[src/rtl/mem_resp_ctrl.sv]
// Memory response controller: arbitrates cache instruction/data requests onto one RAM port,
// retries failed RAM accesses and signals completion with single-cycle wait drops.
module mem_resp_ctrl #(
    parameter int unsigned STARVE_LIMIT = 4,
    parameter int unsigned MAX_RETRY    = 3,
    parameter logic [31:0] ERR_WORD     = 32'hBAD1BAD1
) (
    input  logic        CLK,
    input  logic        nRST,
    input  logic        iREN,
    input  logic        dREN,
    input  logic        dWEN,
    input  logic [31:0] iaddr,
    input  logic [31:0] daddr,
    input  logic [31:0] dstore,
    output logic        iwait,
    output logic        dwait,
    output logic [31:0] iload,
    output logic [31:0] dload,
    output logic        ramREN,
    output logic        ramWEN,
    output logic [31:0] ramaddr,
    output logic [31:0] ramstore,
    input  logic [31:0] ramload,
    input  logic [1:0]  ramstate
);

    typedef enum logic [1:0] {
        IDLE = 2'd0,
        ACC  = 2'd1,
        RESP = 2'd2
    } state_t;

    localparam logic [1:0] RS_ACCESS = 2'd2;
    localparam logic [1:0] RS_ERROR  = 2'd3;

    // Widths hold the limit value itself (counters saturate at / compare against it).
    localparam int unsigned SW = $clog2(STARVE_LIMIT + 2);
    localparam int unsigned RW = $clog2(MAX_RETRY + 2);
    localparam logic [SW-1:0] STARVE_MAX = SW'(STARVE_LIMIT);
    localparam logic [RW-1:0] RETRY_MAX  = RW'(MAX_RETRY);

    state_t        state, next_state;
    logic [SW-1:0] starve;
    logic [RW-1:0] retry;
    logic          backoff;
    logic          op_wr;
    logic          src_d;
    logic [31:0]   req_addr;
    logic [31:0]   req_store;

    logic          grant_d, grant_i;
    logic          acc_retry;
    logic          load_en;
    logic [31:0]   load_val;

    // NOTE: sequential state uses non-blocking assignments so every register samples
    // pre-edge values; blocking here would create order-dependent simulation races.
    always_ff @(posedge CLK or negedge nRST) begin
        if (!nRST) begin
            state <= IDLE;
        end else begin
            state <= next_state;
        end
    end

    // NOTE: every output of this block gets a default first, so no path leaves a
    // signal unassigned and no latch is inferred.
    always_comb begin
        next_state = state;
        grant_d    = 1'b0;
        grant_i    = 1'b0;
        acc_retry  = 1'b0;
        load_en    = 1'b0;
        load_val   = ramload;
        ramREN     = 1'b0;
        ramWEN     = 1'b0;
        iwait      = 1'b1;
        dwait      = 1'b1;

        case (state)
            IDLE: begin
                if ((dREN || dWEN) && ((starve < STARVE_MAX) || !iREN)) begin
                    grant_d    = 1'b1;
                    next_state = ACC;
                end else if (iREN) begin
                    grant_i    = 1'b1;
                    next_state = ACC;
                end
            end

            ACC: begin
                // During backoff the strobes stay low and the RAM status is ignored.
                if (!backoff) begin
                    ramREN = !op_wr;
                    ramWEN = op_wr;
                    if (ramstate == RS_ACCESS) begin
                        load_en    = !op_wr;
                        load_val   = ramload;
                        next_state = RESP;
                    end else if (ramstate == RS_ERROR) begin
                        if (retry < RETRY_MAX) begin
                            acc_retry = 1'b1;
                        end else begin
                            load_en    = !op_wr;
                            load_val   = ERR_WORD;
                            next_state = RESP;
                        end
                    end
                end
            end

            RESP: begin
                iwait      = src_d;
                dwait      = !src_d;
                next_state = IDLE;
            end

            default: next_state = IDLE;
        endcase
    end

    always_ff @(posedge CLK or negedge nRST) begin
        if (!nRST) begin
            starve    <= '0;
            retry     <= '0;
            backoff   <= 1'b0;
            op_wr     <= 1'b0;
            src_d     <= 1'b0;
            req_addr  <= '0;
            req_store <= '0;
            iload     <= '0;
            dload     <= '0;
        end else begin
            if (grant_d) begin
                req_addr  <= daddr;
                req_store <= dstore;
                op_wr     <= dWEN;
                src_d     <= 1'b1;
                if (!iREN) begin
                    starve <= '0;
                end else if (starve != STARVE_MAX) begin
                    starve <= starve + SW'(1);
                end
            end else if (grant_i) begin
                req_addr <= iaddr;
                op_wr    <= 1'b0;
                src_d    <= 1'b0;
                starve   <= '0;
            end

            // Backoff lasts exactly one cycle: acc_retry is never set while backoff is high.
            backoff <= acc_retry;

            if (state == RESP) begin
                retry <= '0;
            end else if (acc_retry) begin
                retry <= retry + RW'(1);
            end

            if (load_en) begin
                if (src_d) begin
                    dload <= load_val;
                end else begin
                    iload <= load_val;
                end
            end
        end
    end

    assign ramaddr  = req_addr;
    assign ramstore = req_store;

endmodule

[config.mk]
export PLATFORM = sky130hd
export DESIGN_NAME = mem_resp_ctrl
export DESIGN_NICKNAME = d
export VERILOG_FILES = /design/src/rtl/mem_resp_ctrl.sv
export SDC_FILE = /design/constraint.sdc
export NUM_CORES = 1
export LEC_CHECK = 0
export BUFFER_PORTS_ARGS = -buffer_cell sky130_fd_sc_hd__buf_4
export CORE_UTILIZATION = 30
export CTS_CLUSTER_SIZE = 40
export DETAILED_ROUTE_END_ITERATION = 16
export GPL_TIMING_DRIVEN = 0
export SLEW_MARGIN = 20
export SYNTH_ARGS = -nofsm -noshare
export SYNTH_HDL_FRONTEND = slang
export SYNTH_SLANG_ARGS = --single-unit
export TNS_END_PERCENT = 50
[constraint.sdc]
create_clock -name CLK -period 1.9 [get_ports CLK]
set_input_delay 0.19 -clock CLK [delete_from_list [all_inputs] [get_ports CLK]]
set_output_delay 0.19 -clock CLK [all_outputs]
set_load 0.01 [all_outputs]
### Word level (Yosys, flattened, before mapping)

Cells that the tools add are included.

* flip-flop bits (word level): 139
* output and inout port bits: 132

* add/subtract/negate cells: 2
* magnitude comparators: 2
* equality and inequality tests: 10
* mux-type cells: 44
* bitwise logic cells: 1
* reductions and logical operators: 13

Operator list (number)
* 32-bit 2-to-1 mux: 7
* 1-bit 2-to-1 mux: 24
* 3-bit 2-to-1 mux: 6
* 2-bit 2-to-1 mux: 6
* 3-bit != test, second input constant: 4
* 3-bit by 1-bit adder with 3-bit output, second input constant: 2
* 2-bit equality test, second input constant: 3
* 2-bit AND reduction: 3
* 2-bit case mux with 2 select lines: 1
* 4-bit AND reduction: 1
* 2-bit nonzero test: 2
* 1-bit logical NOT: 3
* 3-bit by 2-bit less-than comparator with 1-bit output, second input constant: 1
* 3-bit less-than comparator, second input constant: 1
* 3-bit by 2-bit != test with 1-bit output, second input constant: 1
* 2-bit by 1-bit equality test with 1-bit output, second input constant: 1
* 2-bit logical NOT: 1
* 1-bit logical OR: 2
* 2-bit != test, second input constant: 1
* 1-bit logical AND: 1
* 1-bit NOT: 1

### Logic depth before layout (Yosys ltp)

* word-level depth: 8
* mapped depth: 6

### Worst setup path before layout

No wires, ideal clock.

* path type: register to register
* start: reg state[1]
* end: reg req_store[10], in the netlist ramstore[10]
* setup time: 0.125 ns
* arrival: 1.677 ns
* required time: 1.775 ns
* path slack: 0.099 ns
* cell stages (with the launch flop): 6
* buffers on the path: 2
* clock period less this slack: 1.801 ns
* path through: dfrtp_1 -> buf_2 -> a211o_1 -> nor2_2 -> buf_2 -> mux2_2

* longest elaborated chain between the ends: 2

Ends and longest elaborated chain
* start: declaration: line 43 `state_t state, next_state;`
* start signal: assignment: line 63 `state <= next_state;`
* 2-bit logical NOT: line 81 `case (state)`
* 1-bit 2-to-1 mux: line 81
* end signal: assignment: line 137 `req_store <= dstore;`
* end: declaration: line 50 `logic [31:0] req_store;`

No other way between the ends.
A chain may end at the register's enable or synchronous reset.

### Worst setup path in the final report

* start: reg src_d
* end: reg iload[15]

* longest elaborated chain between the ends: 2

Ends and longest elaborated chain
* start: declaration: line 48 `logic src_d;`
* start signal: assignment: line 129 `src_d <= 1'b0;`
* start signal: assignment: line 139 `src_d <= 1'b1;`
* start signal: assignment: line 148 `src_d <= 1'b0;`
* 1-bit NOT (no line)
* 2-bit AND reduction (no line)
* end signal: assignment: line 165 `iload <= load_val;`
* end: declaration: line 18 `output logic [31:0] iload,`

No other way between the ends.

==> qor.txt <==
Critical Path Max Stage Delay - 0.53 ns
R2R setup slack - 0.05 ns
Switching power - 5.44 mW
Hold Crit Start - dstore[15]
R2r endpoint - iload[15]$_DFFE_PN0P_
Initial antenna violation count - 0
I/O pins - 267
Worst path bufs/invs - 2
H-Tree Depth - 4
Vias per inst - 4.97
Num rows - 50
# fillers - 1784
Total gr overflow - 0
RSZ-0062 raised after global routing - true
Worst Skew - 0.00940 ns
Syn_area_per_cell - 12.5 um^2
Fmax - 542 MHz
Worst path depth - 4
CTS max path bufs - 2
Distinct cells, synth - 42
Vert. Die Dim - 142 um
Max-slew violation count - 0
Switching share of power - 34.5%
Clock tree root buffer cell - clkbuf_16
First-pass GRT wire length - 29000 um
Yosys warnings - 0
Final Setup Violations - 0
Pre-antenna DRT Iters - 4
Final routed DRC violation total - 0
Outcome - finished, final reports clean
Crit path DAT - 2.13 ns
Synthesized cell area - 5860 um^2
Via count - 5292
Port Buffer Count - 266
Layout area overhead - 59.2%
Reg-to-reg startpoint - src_d$_DFFE_PN0P_
Max Fanout on Critical Path - 10
Count leader, synth - dfrtp_1
Cell Int Power - 10.4 mW
Skew-Pair Late Insertion Delay - 0.41 ns
Max stage delay cell, worst path - or4b_4
Min-Delay Path Class - in -> reg
Gp weighted congestion - 0.895
Setup TNS - 0 ns
Slew HR - 59.3%
Post-synth EDFFs - 0
Final min period - 1.85 ns
P_leak - 4.11 nW
#FFs+latches synth - 139
Post-route clock period utilization - 97.1%
Gate Count Post-Synth - 467
Largest area contributor in the netlist - dfrtp_1
Routed len/inst - 17.2 um
Worst Path Required - 2.19 ns
Pwr/cell area - 1690 nW/um^2
Initial DRC count - 278
Clock network fraction of total power - 21.9%
MaxCap Viol Count - 0
Largest net degree at the start of global routing - 77
Endpoint, Worst Hold - ramstore[15]$_DFFE_PN0P_
CP Class - reg -> reg
Slew of the pin with the lowest slew margin - 0.611 ns
Register area share after synthesis - 59.4%
Startpoint Class - flip-flop
Mapped Nets - 605
Maximum VDD drop - 0.712 mV
Synth top area share - 59.4%
Nets - 930
CP Capture Type - flip-flop
CP top delay family - simple AND/OR/NAND/NOR gates
Hold Slack - 0.0221 ns
Crit-path cells - or4b_4, buf_6, clkbuf_2, o32a_1
Core ar. - 18900 um^2
Ys flop type - dfrtp_1
Sequential power share - 34.0%
Vias in the first global route - 5619
Sink Count - 139
Top post-synthesis cells by area - dfrtp_1 (59%), o32a_1 (6.2%), mux2_2 (5.2%)
Commonest cells in the netlist - dfrtp_1 (139), o32a_1 (36), clkbuf_1 (35), o21ai_0 (35), a21oi_1 (34)
Reg clk slew, reported paths - 0.06 ns
Final Hold Viols - 0
Die area - 20100 um^2
Global Route Usage Sum - 18.5%
Dpl hpwl - 13400 um
Reg2Reg Depth - 4
CTS Buf Count - 17
Comb power frac - 44.1%
CTS tree - done
Routed Antenna Nets - 0
Hold path depth - 2
N_diodes - 0
Post-synth ARST share - 100%
Share of cells above drive strength 1 - 46.4%
Die X - 142 um
WL final - 18300 um
Initial core utilization - 31.0%
-- metal layers --
metal	up-vias	part of all wire (%)	GRT usage [%]
met1	2578	41	21.6
met4	0	1.8	6.90
met3	25	7.6	6.07
met2	211	50	31.7
li1	2478	-	-
met5	-	0	0
-- flip-flops by register name, indices dropped and copies added (netlist names) --
signal and flops:
iload 32, ramaddr 32, starve 3, src_d 1, state 2, backoff 1, op_wr 1, ramstore 32
dload 32, retry 3
-- worst max path at each step --
stage                              start                  endpoint  slack (ns)
finish                 src_d$_DFFE_PN0P_     iload[15]$_DFFE_PN0P_        0.05
global route        state[1]$_DFFE_PN0P_                    ramWEN       -0.04
CTS                    src_d$_DFFE_PN0P_     iload[15]$_DFFE_PN0P_       -0.11
detailed placement  state[0]$_DFFE_PN0P_    ramaddr[5]$_DFFE_PN0P_       -0.50
global placement    state[0]$_DFFE_PN0P_    ramaddr[3]$_DFFE_PN0P_       -0.47
floorplan           state[1]$_DFFE_PN0P_  ramstore[10]$_DFFE_PN0P_         0.1
-- metrics by stage --
step	setup slack, ns	instances	power, mW	utilization [%]	area [um^2]
floorplan	0.0985	467	8.57	-	5860
finish	0.0543	1064	15.8	49.3	9320
global route	-0.0397	1064	16.8	49.3	9320
CTS	-0.108	1055	15.8	48.7	9200
global placement	-0.471	993	11.8	43.3	8180
detailed placement	-0.497	994	12.0	43.5	8210
-- placed cells by master, fill, tap and decap left out, drive strengths merged, types with 2 or more instances in the layout --
cell type,count
bufinv,4
or3,2
o32a,36
nand3b,33
mux2,32
buf,290
and2,3
a22o,2
inv,5
a32o,30
o211ai,2
a31oi,32
nor2,5
nand2b,5
nand2,3
clkinv,5
a21oi,34
a211o,2
a211oi,3
dlygate4sd3,26
o21ai,35
clkbuf,56
nor2b,3
dfrtp,139
ha,3
-- timing repair --
action	4_1_cts	5_1_grt
setup buffers	5	8
endpoints found under the hold margin	99	1
pin swaps	4	3
gates resized for setup	26	18
endpoints found under the setup margin	135	111
hold buffers	25	1
-- area by class of cell --
class	instances	area [um^2]	area share, %
buffer	46	235	2.52
clock buffer	20	447	4.79
clock inverter	11	169	1.81
inverter	4	15.0	0.161
multi-input combinational	278	2250	24.1
sequential	139	3480	37.3
tap	260	325	3.49
timing repair buffer	306	2400	25.8
-- cells by family (layout without fill, tap and decap cells) --
family | count (synthesis) | after routing | synth area share (%)
AOI/OAI and AO/OA | 181 | 181 | 22.9
adders and majority gates | 3 | 3 | 0.641
buffers and inverters | 50 | 387 | 3.52
DFF | 139 | 139 | 59.4
muxes | 32 | 32 | 6.15
and+or+nand+nor | 62 | 62 | 7.41
-- power groups by stage --
stage / clock (mW) / combinational, mW / sequential (mW)
finish: 3.46 / 6.97 / 5.36
global route: 3.70 / 7.54 / 5.56
CTS: 3.55 / 6.87 / 5.38
detailed placement: 0 / 6.65 / 5.38
global placement: 0 / 6.51 / 5.32
floorplan: 0 / 2.72 / 5.85
No activity file was read; power rests on OpenSTA's default activity.
